`src/rtl/fwd_ctrl_if.sv`:
```
// fwd_ctrl_if: bundle of the hazard/forwarding controller's pipeline-facing signals.
//   ID-stage instruction fields : id_valid, id_rs, id_rt, id_use_rs, id_use_rt,
//                                 id_regwrite, id_memtoreg, id_wreg
//   Pipeline events             : branch_taken, ext_stall
//   Controller results          : fwd_a, fwd_b, stall_f, stall_d, flush_d, flush_e, lu_count
// master: the pipeline side (drives instruction fields/events, consumes results).
// slave : the controller side.
interface fwd_ctrl_if #(
    parameter int REGW = 5,
    parameter int CNTW = 16
);
    logic            id_valid;
    logic [REGW-1:0] id_rs;
    logic [REGW-1:0] id_rt;
    logic            id_use_rs;
    logic            id_use_rt;
    logic            id_regwrite;
    logic            id_memtoreg;
    logic [REGW-1:0] id_wreg;
    logic            branch_taken;
    logic            ext_stall;

    logic [1:0]      fwd_a;
    logic [1:0]      fwd_b;
    logic            stall_f;
    logic            stall_d;
    logic            flush_d;
    logic            flush_e;
    logic [CNTW-1:0] lu_count;

    modport master (
        output id_valid, id_rs, id_rt, id_use_rs, id_use_rt,
               id_regwrite, id_memtoreg, id_wreg, branch_taken, ext_stall,
        input  fwd_a, fwd_b, stall_f, stall_d, flush_d, flush_e, lu_count
    );

    modport slave (
        input  id_valid, id_rs, id_rt, id_use_rs, id_use_rt,
               id_regwrite, id_memtoreg, id_wreg, branch_taken, ext_stall,
        output fwd_a, fwd_b, stall_f, stall_d, flush_d, flush_e, lu_count
    );
endinterface

```
`src/rtl/fwd_ctrl.sv`:
```
// fwd_ctrl: forwarding and hazard controller for a 5-stage in-order pipeline.
// Keeps shadow copies of the EX, MEM and WB instructions to select EX operand
// sources, detect load-use hazards, and resolve stall/flush priority.
// Ports:
//   clk   - single clock, rising edge
//   reset - asynchronous, active-low reset
//   bus   - fwd_ctrl_if slave: ID instruction fields, branch_taken, ext_stall in;
//           fwd_a/fwd_b (00 regfile, 01 WB, 10 MEM), stall_f/stall_d,
//           flush_d/flush_e and the saturating load-use counter lu_count out.
module fwd_ctrl #(
    parameter int REGW = 5,
    parameter int CNTW = 16
) (
    input logic       clk,
    input logic       reset,
    fwd_ctrl_if.slave bus
);

    typedef struct packed {
        logic            valid;
        logic            regwrite;
        logic            memtoreg;
        logic [REGW-1:0] wreg;
    } wr_entry_t;

    typedef struct packed {
        wr_entry_t       wr;
        logic [REGW-1:0] rs;
        logic [REGW-1:0] rt;
        logic            use_rs;
        logic            use_rt;
    } ex_entry_t;

    typedef enum logic [1:0] {
        ACT_NONE,
        ACT_FREEZE,
        ACT_FLUSH,
        ACT_LOADUSE
    } action_e;

    ex_entry_t       ex_q, ex_d;
    wr_entry_t       mem_q, mem_d;
    wr_entry_t       wb_q, wb_d;
    logic [CNTW-1:0] lu_count_q, lu_count_d;

    logic            lu;
    action_e         act;

    // MEM wins over WB; a load still in MEM has no data yet, so it only
    // forwards once it reaches WB.
    function automatic logic [1:0] fwd_sel(input wr_entry_t       mem_e,
                                           input wr_entry_t       wb_e,
                                           input logic [REGW-1:0] src,
                                           input logic            use_src);
        logic [1:0] sel;
        sel = 2'b00;
        if (use_src && mem_e.valid && mem_e.regwrite && !mem_e.memtoreg &&
            (mem_e.wreg != '0) && (mem_e.wreg == src)) begin
            sel = 2'b10;
        end else if (use_src && wb_e.valid && wb_e.regwrite &&
                     (wb_e.wreg != '0) && (wb_e.wreg == src)) begin
            sel = 2'b01;
        end
        return sel;
    endfunction

    always_comb begin
        lu = bus.id_valid && ex_q.wr.valid && ex_q.wr.memtoreg && (ex_q.wr.wreg != '0) &&
             ((bus.id_use_rs && (bus.id_rs == ex_q.wr.wreg)) ||
              (bus.id_use_rt && (bus.id_rt == ex_q.wr.wreg)));

        // A taken branch outranks a load-use hazard: the ID instruction is wrong-path.
        if (bus.ext_stall) begin
            act = ACT_FREEZE;
        end else if (bus.branch_taken) begin
            act = ACT_FLUSH;
        end else if (lu) begin
            act = ACT_LOADUSE;
        end else begin
            act = ACT_NONE;
        end
    end

    always_comb begin
        bus.stall_f = 1'b0;
        bus.stall_d = 1'b0;
        bus.flush_d = 1'b0;
        bus.flush_e = 1'b0;
        unique case (act)
            ACT_FREEZE: begin
                bus.stall_f = 1'b1;
                bus.stall_d = 1'b1;
            end
            ACT_FLUSH: begin
                bus.flush_d = 1'b1;
                bus.flush_e = 1'b1;
            end
            ACT_LOADUSE: begin
                bus.stall_f = 1'b1;
                bus.stall_d = 1'b1;
                bus.flush_e = 1'b1;
            end
            default: ;
        endcase
    end

    always_comb begin
        bus.fwd_a    = fwd_sel(mem_q, wb_q, ex_q.rs, ex_q.use_rs);
        bus.fwd_b    = fwd_sel(mem_q, wb_q, ex_q.rt, ex_q.use_rt);
        bus.lu_count = lu_count_q;
    end

    always_comb begin
        ex_d       = ex_q;
        mem_d      = mem_q;
        wb_d       = wb_q;
        lu_count_d = lu_count_q;

        if (!bus.ext_stall) begin
            wb_d  = mem_q;
            mem_d = ex_q.wr;
            if ((act == ACT_FLUSH) || (act == ACT_LOADUSE)) begin
                // Bubble carries no source reads so it can never pick up forwarding.
                ex_d = '0;
            end else begin
                ex_d.wr.valid    = bus.id_valid;
                ex_d.wr.regwrite = bus.id_regwrite;
                ex_d.wr.memtoreg = bus.id_memtoreg;
                ex_d.wr.wreg     = bus.id_wreg;
                ex_d.rs          = bus.id_rs;
                ex_d.rt          = bus.id_rt;
                ex_d.use_rs      = bus.id_use_rs;
                ex_d.use_rt      = bus.id_use_rt;
            end
        end

        if ((act == ACT_LOADUSE) && (lu_count_q != '1)) begin
            lu_count_d = lu_count_q + CNTW'(1);
        end
    end

    always_ff @(posedge clk or negedge reset) begin
        if (!reset) begin
            ex_q       <= '0;
            mem_q      <= '0;
            wb_q       <= '0;
            lu_count_q <= '0;
        end else begin
            ex_q       <= ex_d;
            mem_q      <= mem_d;
            wb_q       <= wb_d;
            lu_count_q <= lu_count_d;
        end
    end

endmodule

```
`src/flat_wrapper.sv`:
```
// flat-port wrapper written by rule: the top's interface ports become plain ports
module fwd_ctrl_flat 
#(
    parameter int REGW = 5,
    parameter int CNTW = 16
)
  (clk, reset, bus_id_valid, bus_id_rs, bus_id_rt, bus_id_use_rs, bus_id_use_rt, bus_id_regwrite, bus_id_memtoreg, bus_id_wreg, bus_branch_taken, bus_ext_stall, bus_fwd_a, bus_fwd_b, bus_stall_f, bus_stall_d, bus_flush_d, bus_flush_e, bus_lu_count);
  fwd_ctrl_if #(.REGW(REGW), .CNTW(CNTW)) bus_i ();
  input logic clk;
  input logic reset;
  input wire logic [$bits(bus_i.id_valid)-1:0] bus_id_valid;
  input wire logic [$bits(bus_i.id_rs)-1:0] bus_id_rs;
  input wire logic [$bits(bus_i.id_rt)-1:0] bus_id_rt;
  input wire logic [$bits(bus_i.id_use_rs)-1:0] bus_id_use_rs;
  input wire logic [$bits(bus_i.id_use_rt)-1:0] bus_id_use_rt;
  input wire logic [$bits(bus_i.id_regwrite)-1:0] bus_id_regwrite;
  input wire logic [$bits(bus_i.id_memtoreg)-1:0] bus_id_memtoreg;
  input wire logic [$bits(bus_i.id_wreg)-1:0] bus_id_wreg;
  input wire logic [$bits(bus_i.branch_taken)-1:0] bus_branch_taken;
  input wire logic [$bits(bus_i.ext_stall)-1:0] bus_ext_stall;
  output wire logic [$bits(bus_i.fwd_a)-1:0] bus_fwd_a;
  output wire logic [$bits(bus_i.fwd_b)-1:0] bus_fwd_b;
  output wire logic [$bits(bus_i.stall_f)-1:0] bus_stall_f;
  output wire logic [$bits(bus_i.stall_d)-1:0] bus_stall_d;
  output wire logic [$bits(bus_i.flush_d)-1:0] bus_flush_d;
  output wire logic [$bits(bus_i.flush_e)-1:0] bus_flush_e;
  output wire logic [$bits(bus_i.lu_count)-1:0] bus_lu_count;
  assign bus_i.id_valid = bus_id_valid;
  assign bus_i.id_rs = bus_id_rs;
  assign bus_i.id_rt = bus_id_rt;
  assign bus_i.id_use_rs = bus_id_use_rs;
  assign bus_i.id_use_rt = bus_id_use_rt;
  assign bus_i.id_regwrite = bus_id_regwrite;
  assign bus_i.id_memtoreg = bus_id_memtoreg;
  assign bus_i.id_wreg = bus_id_wreg;
  assign bus_i.branch_taken = bus_branch_taken;
  assign bus_i.ext_stall = bus_ext_stall;
  assign bus_fwd_a = bus_i.fwd_a;
  assign bus_fwd_b = bus_i.fwd_b;
  assign bus_stall_f = bus_i.stall_f;
  assign bus_stall_d = bus_i.stall_d;
  assign bus_flush_d = bus_i.flush_d;
  assign bus_flush_e = bus_i.flush_e;
  assign bus_lu_count = bus_i.lu_count;
  fwd_ctrl #(.REGW(REGW), .CNTW(CNTW)) u_core (.clk(clk), .reset(reset), .bus(bus_i));
endmodule
```
`config.mk`:
```
export PLATFORM = sky130hd
export DESIGN_NAME = fwd_ctrl_flat
export DESIGN_NICKNAME = d
export VERILOG_FILES = /design/src/rtl/fwd_ctrl_if.sv /design/src/rtl/fwd_ctrl.sv /design/src/flat_wrapper.sv
export SDC_FILE = /design/constraint.sdc
export NUM_CORES = 1
export LEC_CHECK = 0
export CORE_ASPECT_RATIO = 2
export CORE_MARGIN = 10
export CORE_UTILIZATION = 40
export DETAILED_ROUTE_END_ITERATION = 6
export GPL_TIMING_DRIVEN = 0
export PLACE_DENSITY_LB_ADDON = 0.08
export SLEW_MARGIN = 20
export SYNTH_ARGS = -nofsm -noshare
export SYNTH_HDL_FRONTEND = slang
export SYNTH_SLANG_ARGS = --single-unit
```
`constraint.sdc`:
```
create_clock -name clk -period 2.17 [get_ports clk]
set_clock_uncertainty 0.1 [all_clocks]
set_input_delay 0.434 -clock clk [delete_from_list [all_inputs] [get_ports clk]]
set_output_delay 0.434 -clock clk [all_outputs]
set_load 0.1 [all_outputs]
```
Word level (Yosys, flattened, before mapping):

Index checks and enable logic that the tools add are counted.

* bits in registers: 51
* bits of input ports: 24
* output and inout bits: 24
* logic and storage cells: 71

* add/sub/neg operators: 1
* equality and inequality tests: 10
* muxes and demuxes: 11
* reduce and logical (&&, ||, !) cells: 33

Operator list (count)
* $eq 5x5->1: 6
* $logic_and 1x1->1: 25
* $mux 20: 1
* $add 16x1->16 const B: 1
* $ne 16x16->1 const B: 1
* $reduce_bool 5->1: 3
* $mux 2: 5
* $mux 1: 5
* $eq 2x2->1 const B: 2
* $reduce_or 2->1: 2
* $eq 2x1->1 const B: 1
* $logic_or 1x1->1: 2
* $logic_not 1->1: 1

Logic depth before layout (Yosys ltp):

Gate-level depths: netlist of the first run.

* word-level depth: 10
* depth in mapped cells: 7
* mapped depth without buffers: 6

Worst setup path after synthesis of the first run:

No wires, ideal clock.

* kind: register to output
* start point: reg u_core.mem_q[0] in the netlist's numbering
* end point: out bus_fwd_b[0]
* data arrival time: 3731 ps
* data required time: 1636 ps
* path slack: -2095 ps
* stages on the path, launching flop included: 5
* buffers on the path: 0
* path through: dfrtp_1 > or4_1 > o21ai_0 > nor2_1 > nor3_1

* longest elaborated chain between the ends: 4
* elaborated cells on any way between the ends: 5
* those cells by class: 1 x eq/ne; 1 x mux; 3 x reduce/logical

Ends and longest elaborated chain
* start, declared: RTL line fwd_ctrl.sv:42 `wr_entry_t mem_q, mem_d;`
* start signal, assigned: RTL line fwd_ctrl.sv:150 `mem_q <= mem_d;`
* $reduce_bool 5->1: RTL line fwd_ctrl.sv:58 `(mem_e.wreg != '0) && (mem_e.wreg == src)) begin`
* $logic_and 1x1->1: RTL line fwd_ctrl.sv:57 `if (use_src && mem_e.valid && mem_e.regwrite && !mem_e.memtoreg &&`
* $logic_and 1x1->1 (*): RTL line fwd_ctrl.sv:58
* $mux 2 (*): RTL line fwd_ctrl.sv:57
* end, declared: RTL line flat_wrapper.sv:22 `output wire logic [$bits(bus_i.fwd_b)-1:0] bus_fwd_b;`

Every way passes the cells marked *; elsewhere a longest branch is shown, timed or not.

Final worst setup path of the first run:

* start point: reg u_core.ex_q[12] in the netlist's numbering
* end point: out bus_stall_f

* longest elaborated chain between the ends: 10
* elaborated cells on any way between the ends: 15
* those cells by class: 4 x eq/ne; 4 x mux; 7 x reduce/logical

Ends and longest elaborated chain
* start, declared: RTL line fwd_ctrl.sv:41 `ex_entry_t ex_q, ex_d;`
* start signal, assigned: RTL line fwd_ctrl.sv:144 `ex_q <= '0;`
* start signal, assigned: RTL line fwd_ctrl.sv:149 `ex_q <= ex_d;`
* $eq 5x5->1, on equally long branches: RTL line fwd_ctrl.sv:69, fwd_ctrl.sv:70
* $logic_and 1x1->1, on equally long branches: RTL line fwd_ctrl.sv:69, fwd_ctrl.sv:70
* $logic_or 1x1->1: RTL line fwd_ctrl.sv:69 `((bus.id_use_rs && (bus.id_rs == ex_q.wr.wreg)) ||`
* $logic_and 1x1->1 (*): RTL line fwd_ctrl.sv:68 `lu = bus.id_valid && ex_q.wr.valid && ex_q.wr.memtoreg && (ex_q.wr.wreg != '0) &&`
* $mux 2 (*): RTL line fwd_ctrl.sv:77 `end else if (lu) begin`
* $mux 2 (*): RTL line fwd_ctrl.sv:75 `end else if (bus.branch_taken) begin`
* $mux 2 (*): RTL line fwd_ctrl.sv:73 `if (bus.ext_stall) begin`
* $eq 2x1->1 or $eq 2x2->1 (tied branches): RTL line fwd_ctrl.sv:89 `unique case (act)`
* $reduce_or 2->1 (no line) (*)
* $mux 1 (*): RTL line fwd_ctrl.sv:89
* end, declared: RTL line flat_wrapper.sv:23 `output wire logic [$bits(bus_i.stall_f)-1:0] bus_stall_f;`

Marks and branches as above.

==> results of run 1 <==
## cell type report
class,count,area (um^2)
Buffer,12,97.59
Clock buffer,7,132.6
Clock inverter,1,5.005
Fill cell,558,2626
Inverter,2,7.507
Multi-Input combinational cell,157,1429
Sequential cell,51,1310
Tap cell,86,107.6
Timing Repair Buffer,58,594.3
## power groups by stage
| stage | clock, W | combinational (W) | sequential [W] |
|---|---|---|---|
| 2_1_floorplan | 0 | 0.000245 | 0.00109 |
| 3_3_place_gp | 0 | 0.000367 | 0.00111 |
| 3_5_place_dp | 0 | 0.000369 | 0.00111 |
| 4_1_cts | 0.000784 | 0.000382 | 0.00110 |
| 5_1_grt | 0.000821 | 0.000451 | 0.00111 |
| 6_report | 0.000769 | 0.000416 | 0.00109 |
## final timing paths
kind | start | cells past startpoint | slack (ns) | to
max | u_core.ex_q[12] | 6 | -0.35 | bus_stall_f
min | reset | 1 | 0.06 | u_core.wb_q[1]
max reg2reg | u_core.ex_q[12] | 7 | 0.07 | u_core.bus.lu_count[1]
min reg2reg | u_core.bus.lu_count[15] | 1 | 0.38 | u_core.bus.lu_count[15]
max in group asynchronous | reset | 1 | 1.41 | u_core.bus.lu_count[6]
min in group clk | u_core.bus.lu_count[15] | 1 | 0.38 | u_core.bus.lu_count[15]
## per-stage QoR
stage               instances  cell area (um^2)  TNS, ns
floorplan                 222              2749   -1.285
global placement          354              3317   -73.26
detailed placement        354              3314   -18.39
CTS                       367              3553   -2.532
global route              374              3684   -2.218
finish                    374              3684   -1.809
## what timing repair did
action,4_1_cts,5_1_grt
pin swaps,10,11
buffers inserted,5,7
gates resized for setup,101,20
endpoints found under the setup margin,32,19
## sequential cells by signal, indices dropped and copies added (netlist names)
signal and flops:
u_core.bus.lu_count 16, u_core.ex_q 20, u_core.mem_q 8, u_core.wb_q 7
## synthesized netlist by cell type
| cell | number |
|---|---|
| buf_2 | 1 |
| nand4b_1 | 1 |
| o21ai_4 | 1 |
| xnor2_1 | 27 |
| a32o_1 | 20 |
| ha_1 | 1 |
| mux2_1 | 1 |
| nor4b_2 | 1 |
| or4_4 | 2 |
| a21oi_1 | 1 |
| buf_4 | 1 |
| dfrtp_1 | 51 |
| mux2_2 | 15 |
| nand2_1 | 9 |
| and4_1 | 2 |
| nand3_1 | 15 |
| and4b_1 | 1 |
| or2_1 | 1 |
| o21ai_0 | 1 |
| o22ai_4 | 1 |
| nor2_1 | 10 |
| and3_1 | 1 |
| o211ai_1 | 1 |
| nand2b_1 | 1 |
| xor2_1 | 18 |
| inv_1 | 2 |
| nor4b_1 | 4 |
| or4_1 | 2 |
| nand4_1 | 8 |
| nor4_1 | 5 |
| nand2b_4 | 1 |
| buf_6 | 3 |
| nor3_1 | 6 |
| clkbuf_1 | 7 |
## worst max-delay path: stages, from the launching register on
cell	delay (ns)
dfrtp_2	0.44
or4_4	0.57
o21ai_4	0.14
nand2b_4	0.18
nand2b_4	0.08
buf_12	0.13
buf_12	0.15
## kinds of logic after synthesis
| logic type | share of synthesized area [%] |
|---|---|
| and+or+nand+nor | 15.86 |
| DFF | 48.87 |
| xor gates and xnor gates | 15.09 |
| AOI/OAI and AO/OA | 9.727 |
| muxes | 6.900 |
| buffers and inverters | 3.067 |
| adders and majority gates | 0.4791 |
## routing by layer
layer / vias to the layer above / routed length (um) / GRT usage, %
met4: 0 / 148 / 5.306
li1: 958 / - / -
met2: 48 / 4169 / 27.01
met5: - / 0 / 0
met1: 1023 / 2689 / 14.74
met3: 9 / 269 / 3.681
==> run_results.csv, run 1 <==
group,metric,value,unit
synthesis,synthCells,222,
global_routing,antenna_found_initial,0,
clock_tree,clk_root_buffer_cell,"clkbuf_16",
sta,hold_viol_final,0,
sta,slew_headroom,35.30,%
pwr,ir_worst_vdd,0.4805,mV
detailed_routing,drcViolationCount,0,
global_routing,grt_usage,14.42,%
place,post-place-ws,-1.539,ns
sta,slew_violations,0,
pwr,power_density,618.8,nW/um^2
critical_path,crit_type,"reg2out",
run,max-cap-violations,0,
finish,drive_gt1_share,34.72,%
die,design.core.area,6310,um^2
critical_path,crit_required,1.64,ns
clock_tree,insertion_delay,0.29,ns
pwr,power,0.002279,W
clock_tree,h-tree-depth,2,
sta,rsz0062_at_grt,"true",
clock_tree,cts.sinks,51,
finish,num_antenna_cells,0,
synthesis,synth_area,2611,um^2
die,num_io_pins,48,
synthesis,ys_warn_count,0,
sta,worst_slack,-0.3508,ns
sta,finalSetupViolCount,7,
sta,fmax,0.3967,GHz
sta,worstMarginPinSlew,0.9744,ns
pwr,p_int,0.001657,W
critical_path,arrival,1.99,ns
pwr,netSwitchingPower,0.0006224,W
synthesis,synth.ff_latch_count,51,
critical_path,endpoint_kind,"output port",
place,gp_congestion,0.7571,
synthesis,synth_top_cell_by_area,"dfrtp_1",
pwr,clkPwrFrac,33.7,%
critical_path,critPathLaunchType,"flop",
clock_tree,cts_buffers,5,
pwr,power.share.combinational,18.3,%
synthesis,synth_top_area_share,48.87,%
pwr,seqPwrFrac,48.0,%
worst_hold_path,hp-class,"in2async",
global_routing,grt_pass1_wl,11820,um
synthesis,synth_area_leaders,"dfrtp_1 (49%), xnor2_1 (9.1%), a32o_1 (7.7%), mux2_2 (6.5%), xor2_1 (6.0%)",
detailed_routing,wirelength,7276,um
critical_path,critPathMaxFanout,4,
outcome,violations,"setup timing",
outcome,run_status,"finished with violations",
clock_tree,hold_buffers,0,
detailed_routing,avgViaCountPerCell,5.449,
global_routing,overflow,0,
place,hpwl,5456,um
sta,post-route-period-util,116.2,%
synthesis,yosysSeqAreaShare,48.87,%
synthesis,ys_types,34,
synthesis,avgSynthCellArea,11.76,um^2
finish,area_growth,41.06,%
clock_tree,clk_path_buf_depth,2,
global_routing,first_global_vias,2225,
detailed_routing,drtIter0Drc,106,
clock_tree,clkSlewWorstSetupHoldPaths,0.07,ns
pwr,p_sw_share,27.31,%
die,rows,41,
clock_tree,cts_tree,"done",
die,die_h,134.3,um
sta,holdWs,0.06271,ns
sta,min_period,2.521,ns
detailed_routing,dr_total_vias,2038,
global_routing,grt_max_degree,52,
detailed_routing,drtPass1Iterations,4,
place,portBuffers,46,
die,start_util,41.38,%
finish,post-route-util,58.38,%
finish,nets,312,
pwr,power.leakage,1.556,nW
die,die_w,77.13,um
finish,layout_common_cells,"dfrtp_1 (28), xnor2_1 (23), dlygate4sd2_1 (22)",
finish,final_common_cell,"dfrtp_1",
die,die_area,10360,um^2
synthesis,synth_nets,247,
detailed_routing,postRouteAntennaNets,0,
detailed_routing,wl_per_cell,19.45,um
No activity file was read; power rests on OpenSTA's default activity.
==> run 2: changes to the inputs <==
--- a/config.mk
+++ b/config.mk
@@ -10,6 +10,7 @@
 export CORE_UTILIZATION = 40
 export DETAILED_ROUTE_END_ITERATION = 6
 export GPL_TIMING_DRIVEN = 0
+export HOLD_SLACK_MARGIN = 0.1
 export PLACE_DENSITY_LB_ADDON = 0.08
 export SLEW_MARGIN = 20
 export SYNTH_ARGS = -nofsm -noshare
==> run 2 against run 1 <==
Effect of this change: the run still ends with setup timing left; setup slack about the same; final cell count increased by 0.27%; register-to-register slack is essentially flat; die area did not move; count of clock-buffer cells in the layout unchanged; via count fell by 0.88%; clock power barely moved; flip-flop and latch count did not move; sequential share of layout area down 0.096 points; highest routed layer unchanged.
==> run_results.csv, run 2 (synthesis results as in run 1) <==
group,metric,value,unit
global_routing,grt_pass1_wl,11850,um
run,max-cap-violations,0,
clock_tree,clk_path_buf_depth,2,
global_routing,use_met2,27.10,%
global_routing,met1_usage,14.74,%
place,portBuffers,46,
sta,slew_headroom,35.30,%
detailed_routing,wirelength,7227,um
global_routing,grt_max_degree,52,
die,die_w,77.13,um
detailed_routing,avgViaCountPerCell,5.387,
outcome,violations,"setup timing",
die,die_area,10360,um^2
outcome,run_status,"finished with violations",
critical_path,arrival,1.99,ns
detailed_routing,wl_per_cell,19.27,um
clock_tree,h-tree-depth,2,
finish,final_common_cell,"dfrtp_1",
die,start_util,41.38,%
finish,largest_reg_flops,20,
sta,post-route-period-util,116.2,%
pwr,power.leakage,1.560,nW
finish,multiInputGateArea,1429,um^2
clock_tree,cts_buffers,5,
place,post-place-ws,-1.539,ns
sta,fmax,0.3966,GHz
clock_tree,cts.sinks,51,
pwr,power_density,617.0,nW/um^2
sta,worstMarginPinSlew,0.9744,ns
critical_path,endpoint_kind,"output port",
critical_path,crit_type,"reg2out",
clock_tree,insertion_delay,0.29,ns
clock_tree,clk_root_buffer_cell,"clkbuf_16",
clock_tree,cts_tree,"done",
die,rows,41,
detailed_routing,drtPass1Iterations,4,
sta,worst_slack,-0.3511,ns
finish,area_growth,41.45,%
critical_path,cp_slowest_cell,"or4_4",
detailed_routing,drtIter0Drc,92,
global_routing,top_usage_layer,"met2",
critical_path,critPathLaunchType,"flop",
finish,drive_gt1_share,34.60,%
finish,layout.area.seq,1310,um^2
finish,post-route-util,58.54,%
detailed_routing,postRouteAntennaNets,0,
die,die_h,134.3,um
global_routing,first_global_vias,2231,
finish,nets,313,
global_routing,grt_usage,14.45,%
global_routing,antenna_found_initial,0,
worst_hold_path,hp-class,"reg2reg",
clock_tree,clkSlewWorstSetupHoldPaths,0.07,ns
global_routing,overflow,0,
pwr,ir_worst_vdd,0.4801,mV
critical_path,critPathMaxFanout,5,
sta,finalSetupViolCount,7,
critical_path,crit_chain,"or4_4, o21ai_4, nand2b_4, nand2b_4, buf_12, buf_12",
sta,rsz0062_at_grt,"true",
finish,num_antenna_cells,0,
detailed_routing,dr_total_vias,2020,
finish,top_register,"u_core.ex_q",
sta,min_period,2.521,ns
place,gp_congestion,0.7571,
finish,layout_common_cells,"dfrtp_1 (28), xnor2_1 (23), dlygate4sd2_1 (22)",
critical_path,crit_path_max_incr_delay,0.55,ns
critical_path,crit_required,1.64,ns
die,design.core.area,6310,um^2
sta,slew_violations,0,
place,hpwl,5456,um
finish,fillers,557,
global_routing,use_met3,3.681,%
die,num_io_pins,48,
detailed_routing,drcViolationCount,0,
sta,holdWs,0.3796,ns
sta,hold_viol_final,0,
run 2: cell count changes in the layout (fill, tap and decap cells not counted):
cell and delta:
dlygate4sd3_1 +1
run 2: power breakdown:
| part | switching [W] | internal [W] | total (W) |
|---|---|---|---|
| combinational | 0.000204 | 0.000214 | 0.000417 |
| sequential | 0.0000769 | 0.00102 | 0.00109 |
| clock | 0.000340 | 0.000427 | 0.000767 |
run 2: cell type report:
type	count	share of cell area, %
sequential	51	35.47
clock buffer	7	3.591
buffer	12	2.642
multi-input combinational	157	38.69
inverter	2	0.2033
timing repair buffer	59	16.36
tap	86	2.913
clock inverter	1	0.1355
run 2: critical path, delay by kind of cell, from the launching register on:
kind | cells | cell delay (ns)
flops | 1 | 0.46
simple gates | 3 | 0.81
compound gates | 1 | 0.14
buf+inv | 2 | 0.28
run 2: timing repair:
item / 4_1_cts / 5_1_grt
gates resized for setup: 101 / 20
hold buffers: 1 / 0
gates cloned: 0 / 0
endpoints found under the hold margin: 3 / 0
pin swaps: 10 / 11
buffers inserted: 5 / 7
setup endpoints to repair: 32 / 19
run 2: path summary, 6_finish.rpt:
| check | start | endpoint | slack, ns | cells past startpoint |
|---|---|---|---|---|
| min in group asynchronous | reset | u_core.wb_q[1] | 0.61 | 2 |
| hold reg to reg | u_core.bus.lu_count[15] | u_core.bus.lu_count[15] | 0.38 | 1 |
| max in group asynchronous | reset | u_core.bus.lu_count[0] | 0.86 | 2 |
| setup reg to reg | u_core.ex_q[12] | u_core.bus.lu_count[1] | 0.07 | 7 |
| hold / removal | u_core.bus.lu_count[15] | u_core.bus.lu_count[15] | 0.38 | 1 |
| setup / recovery | u_core.ex_q[15] | bus_stall_f | -0.35 | 6 |
run 2: stage by stage:
| step | TNS [ns] | total power [W] | instance area [um^2] | std cells |
|---|---|---|---|---|
| 2_1_floorplan | -1.285 | 0.001337 | 2749 | 222 |
| 3_3_place_gp | -73.26 | 0.001478 | 3317 | 354 |
| 3_5_place_dp | -18.39 | 0.001483 | 3314 | 354 |
| 4_1_cts | -2.532 | 0.002265 | 3563 | 368 |
| 5_1_grt | -2.218 | 0.002380 | 3694 | 375 |
| 6_report | -1.809 | 0.002279 | 3694 | 375 |
run 2: layer usage:
metal,up-vias,wire (um)
li1,957,-
met1,1010,2640
met2,43,4180
met3,10,263
met4,0,143
met5,-,0
==> run 3: changes to the inputs <==
--- a/config.mk
+++ b/config.mk
@@ -6,7 +6,7 @@
 export NUM_CORES = 1
 export LEC_CHECK = 0
 export CORE_ASPECT_RATIO = 2
-export CORE_MARGIN = 10
+export CORE_MARGIN = 3
 export CORE_UTILIZATION = 40
 export DETAILED_ROUTE_END_ITERATION = 6
 export GPL_TIMING_DRIVEN = 0
==> run 3 against run 2 <==
Effect of this change: the flow still finishes with violations (setup timing); final cell count shrank 1.1%; worst hold slack worse by 0.30 ns; wire length decreased by 3.7%; sequential power about the same.
==> run_results.csv, run 3 (synthesis results as in run 1) <==
group,metric,value,unit
outcome,run_status,"finished with violations",
outcome,violations,"setup timing",
sta,slew_violations,0,
detailed_routing,wirelength,6961,um
sta,fin_tns_setup,-1.875,ns
die,die_h,120.3,um
global_routing,grt_max_degree,52,
sta,hold_viol_final,0,
critical_path,r2r_start,"u_core.bus.lu_count[12]",
sta,holdWs,0.08029,ns
global_routing,overflow,0,
critical_path,path_buf_inv,2,
critical_path,crit_path_max_incr_delay,0.58,ns
sta,finalSetupViolCount,7,
detailed_routing,wl_per_cell,18.76,um
clock_tree,cts_tree,"done",
finish,largest_reg_flops,20,
finish,top_register,"u_core.ex_q",
finish,nets,309,
critical_path,crit_type,"reg2out",
finish,fillers,553,
clock_tree,clk_path_buf_depth,2,
critical_path,cp_top_family,"simple AND/OR/NAND/NOR gates",
critical_path,crit_start,"u_core.ex_q[12]",
die,die_area,7592,um^2
detailed_routing,avgViaCountPerCell,5.367,
die,start_util,41.38,%
critical_path,cp_slowest_cell,"or4_4",
global_routing,antenna_found_initial,0,
detailed_routing,dr_total_vias,1991,
finish,final_common_cell,"dfrtp_1",
detailed_routing,drtIter0Drc,70,
place,post-place-ws,-1.543,ns
place,gp_congestion,0.8285,
critical_path,crit_cells,6,
sta,post-route-period-util,116.7,%
run,max-cap-violations,0,
pwr,power_density,616.9,nW/um^2
die,rows,41,
clock_tree,cts.sinks,51,
sta,slew_headroom,35.83,%
pwr,power.leakage,1.553,nW
clock_tree,clkSlewWorstSetupHoldPaths,0.07,ns
global_routing,grt_usage,19.66,%
finish,area_growth,40.78,%
place,portBuffers,46,
die,design.core.area,6310,um^2
critical_path,endpoint_kind,"output port",
place,dpl_cell_area,3314,um^2
sta,worst_slack,-0.3634,ns
sta,fmax,0.3947,GHz
clock_tree,cts_buffers,5,
clock_tree,h-tree-depth,2,
critical_path,reg2reg_depth,4,
critical_path,arrival,2.00,ns
clock_tree,clk_root_buffer_cell,"clkbuf_16",
global_routing,first_global_vias,2111,
pwr,power,0.002268,W
critical_path,critPathMaxFanout,3,
die,num_io_pins,48,
finish,layout_common_cells,"dfrtp_1 (28), dlygate4sd2_1 (24), xnor2_1 (23)",
critical_path,critPathLaunchType,"flop",
place,hpwl,5137,um
worst_hold_path,hp-class,"in2async",
finish,drive_gt1_share,33.68,%
global_routing,grt_pass1_wl,11200,um
sta,min_period,2.533,ns
detailed_routing,postRouteAntennaNets,0,
finish,final_cell_area,3676,um^2
detailed_routing,drtPass1Iterations,6,
critical_path,crit_required,1.64,ns
detailed_routing,drcViolationCount,0,
pwr,ir_worst_vdd,0.5575,mV
critical_path,crit_chain,"or4_4, o21ai_4, nand2b_4, nand2b_4, buf_12, buf_12",
die,die_w,63.13,um
sta,rsz0062_at_grt,"true",
clock_tree,insertion_delay,0.29,ns
sta,worstMarginPinSlew,0.9664,ns
finish,num_antenna_cells,0,
## run 3: layout make-up
| class | count | area (um^2) | share of cell area (%) |
|---|---|---|---|
| Sequential cell | 51 | 1310 | 35.64 |
| Clock inverter | 2 | 13.76 | 0.3744 |
| Inverter | 2 | 7.507 | 0.2042 |
| Multi-Input combinational cell | 157 | 1441 | 39.21 |
| Buffer | 12 | 97.59 | 2.655 |
| Tap cell | 86 | 107.6 | 2.927 |
| Clock buffer | 6 | 128.9 | 3.506 |
| Timing Repair Buffer | 55 | 569.3 | 15.49 |
## run 3: path summary, 6_finish.rpt
kind,end,slack [ns]
worst max register to register,u_core.bus.lu_count[1],0.07
worst min-delay path,u_core.wb_q[6],0.08
worst min register to register,u_core.bus.lu_count[15],0.39
min in group clk,u_core.bus.lu_count[15],0.39
worst max-delay path,bus_stall_f,-0.36
max in group asynchronous,u_core.bus.lu_count[1],1.39
## run 3: per-stage QoR
step | std cells | utilization [%]
after floorplan | 222 | -
after global placement | 354 | 52.57
after detailed placement | 354 | 52.53
after CTS | 369 | 57.33
after global routing | 371 | 58.26
final | 371 | 58.26
## run 3: repair_timing
item,in CTS,in global routing
cloned,0,0
setup endpoints to repair,32,10
hold buffers,0,0
buffers inserted,7,2
gates resized for setup,106,10
pin swaps,13,7
## run 3: power by group
group | switching, W | leakage [nW] | total [W] | internal, W
clock network | 0.000337 | 0.0708 | 0.000765 | 0.000428
registers | 0.0000791 | 0.639 | 0.00110 | 0.00102
logic | 0.000201 | 0.843 | 0.000407 | 0.000206
total | 0.000617 | 1.55 | 0.00227 | 0.00165
## run 3: metal layers
layer / vias to the layer above / global-route usage, % / part of all wire (%)
met3: 6 / 3.717 / 3.2
met4: 0 / 6.916 / 1.5
met2: 37 / 37.66 / 58
met1: 1001 / 20.78 / 37
li1: 947 / - / -
met5: - / 0 / 0
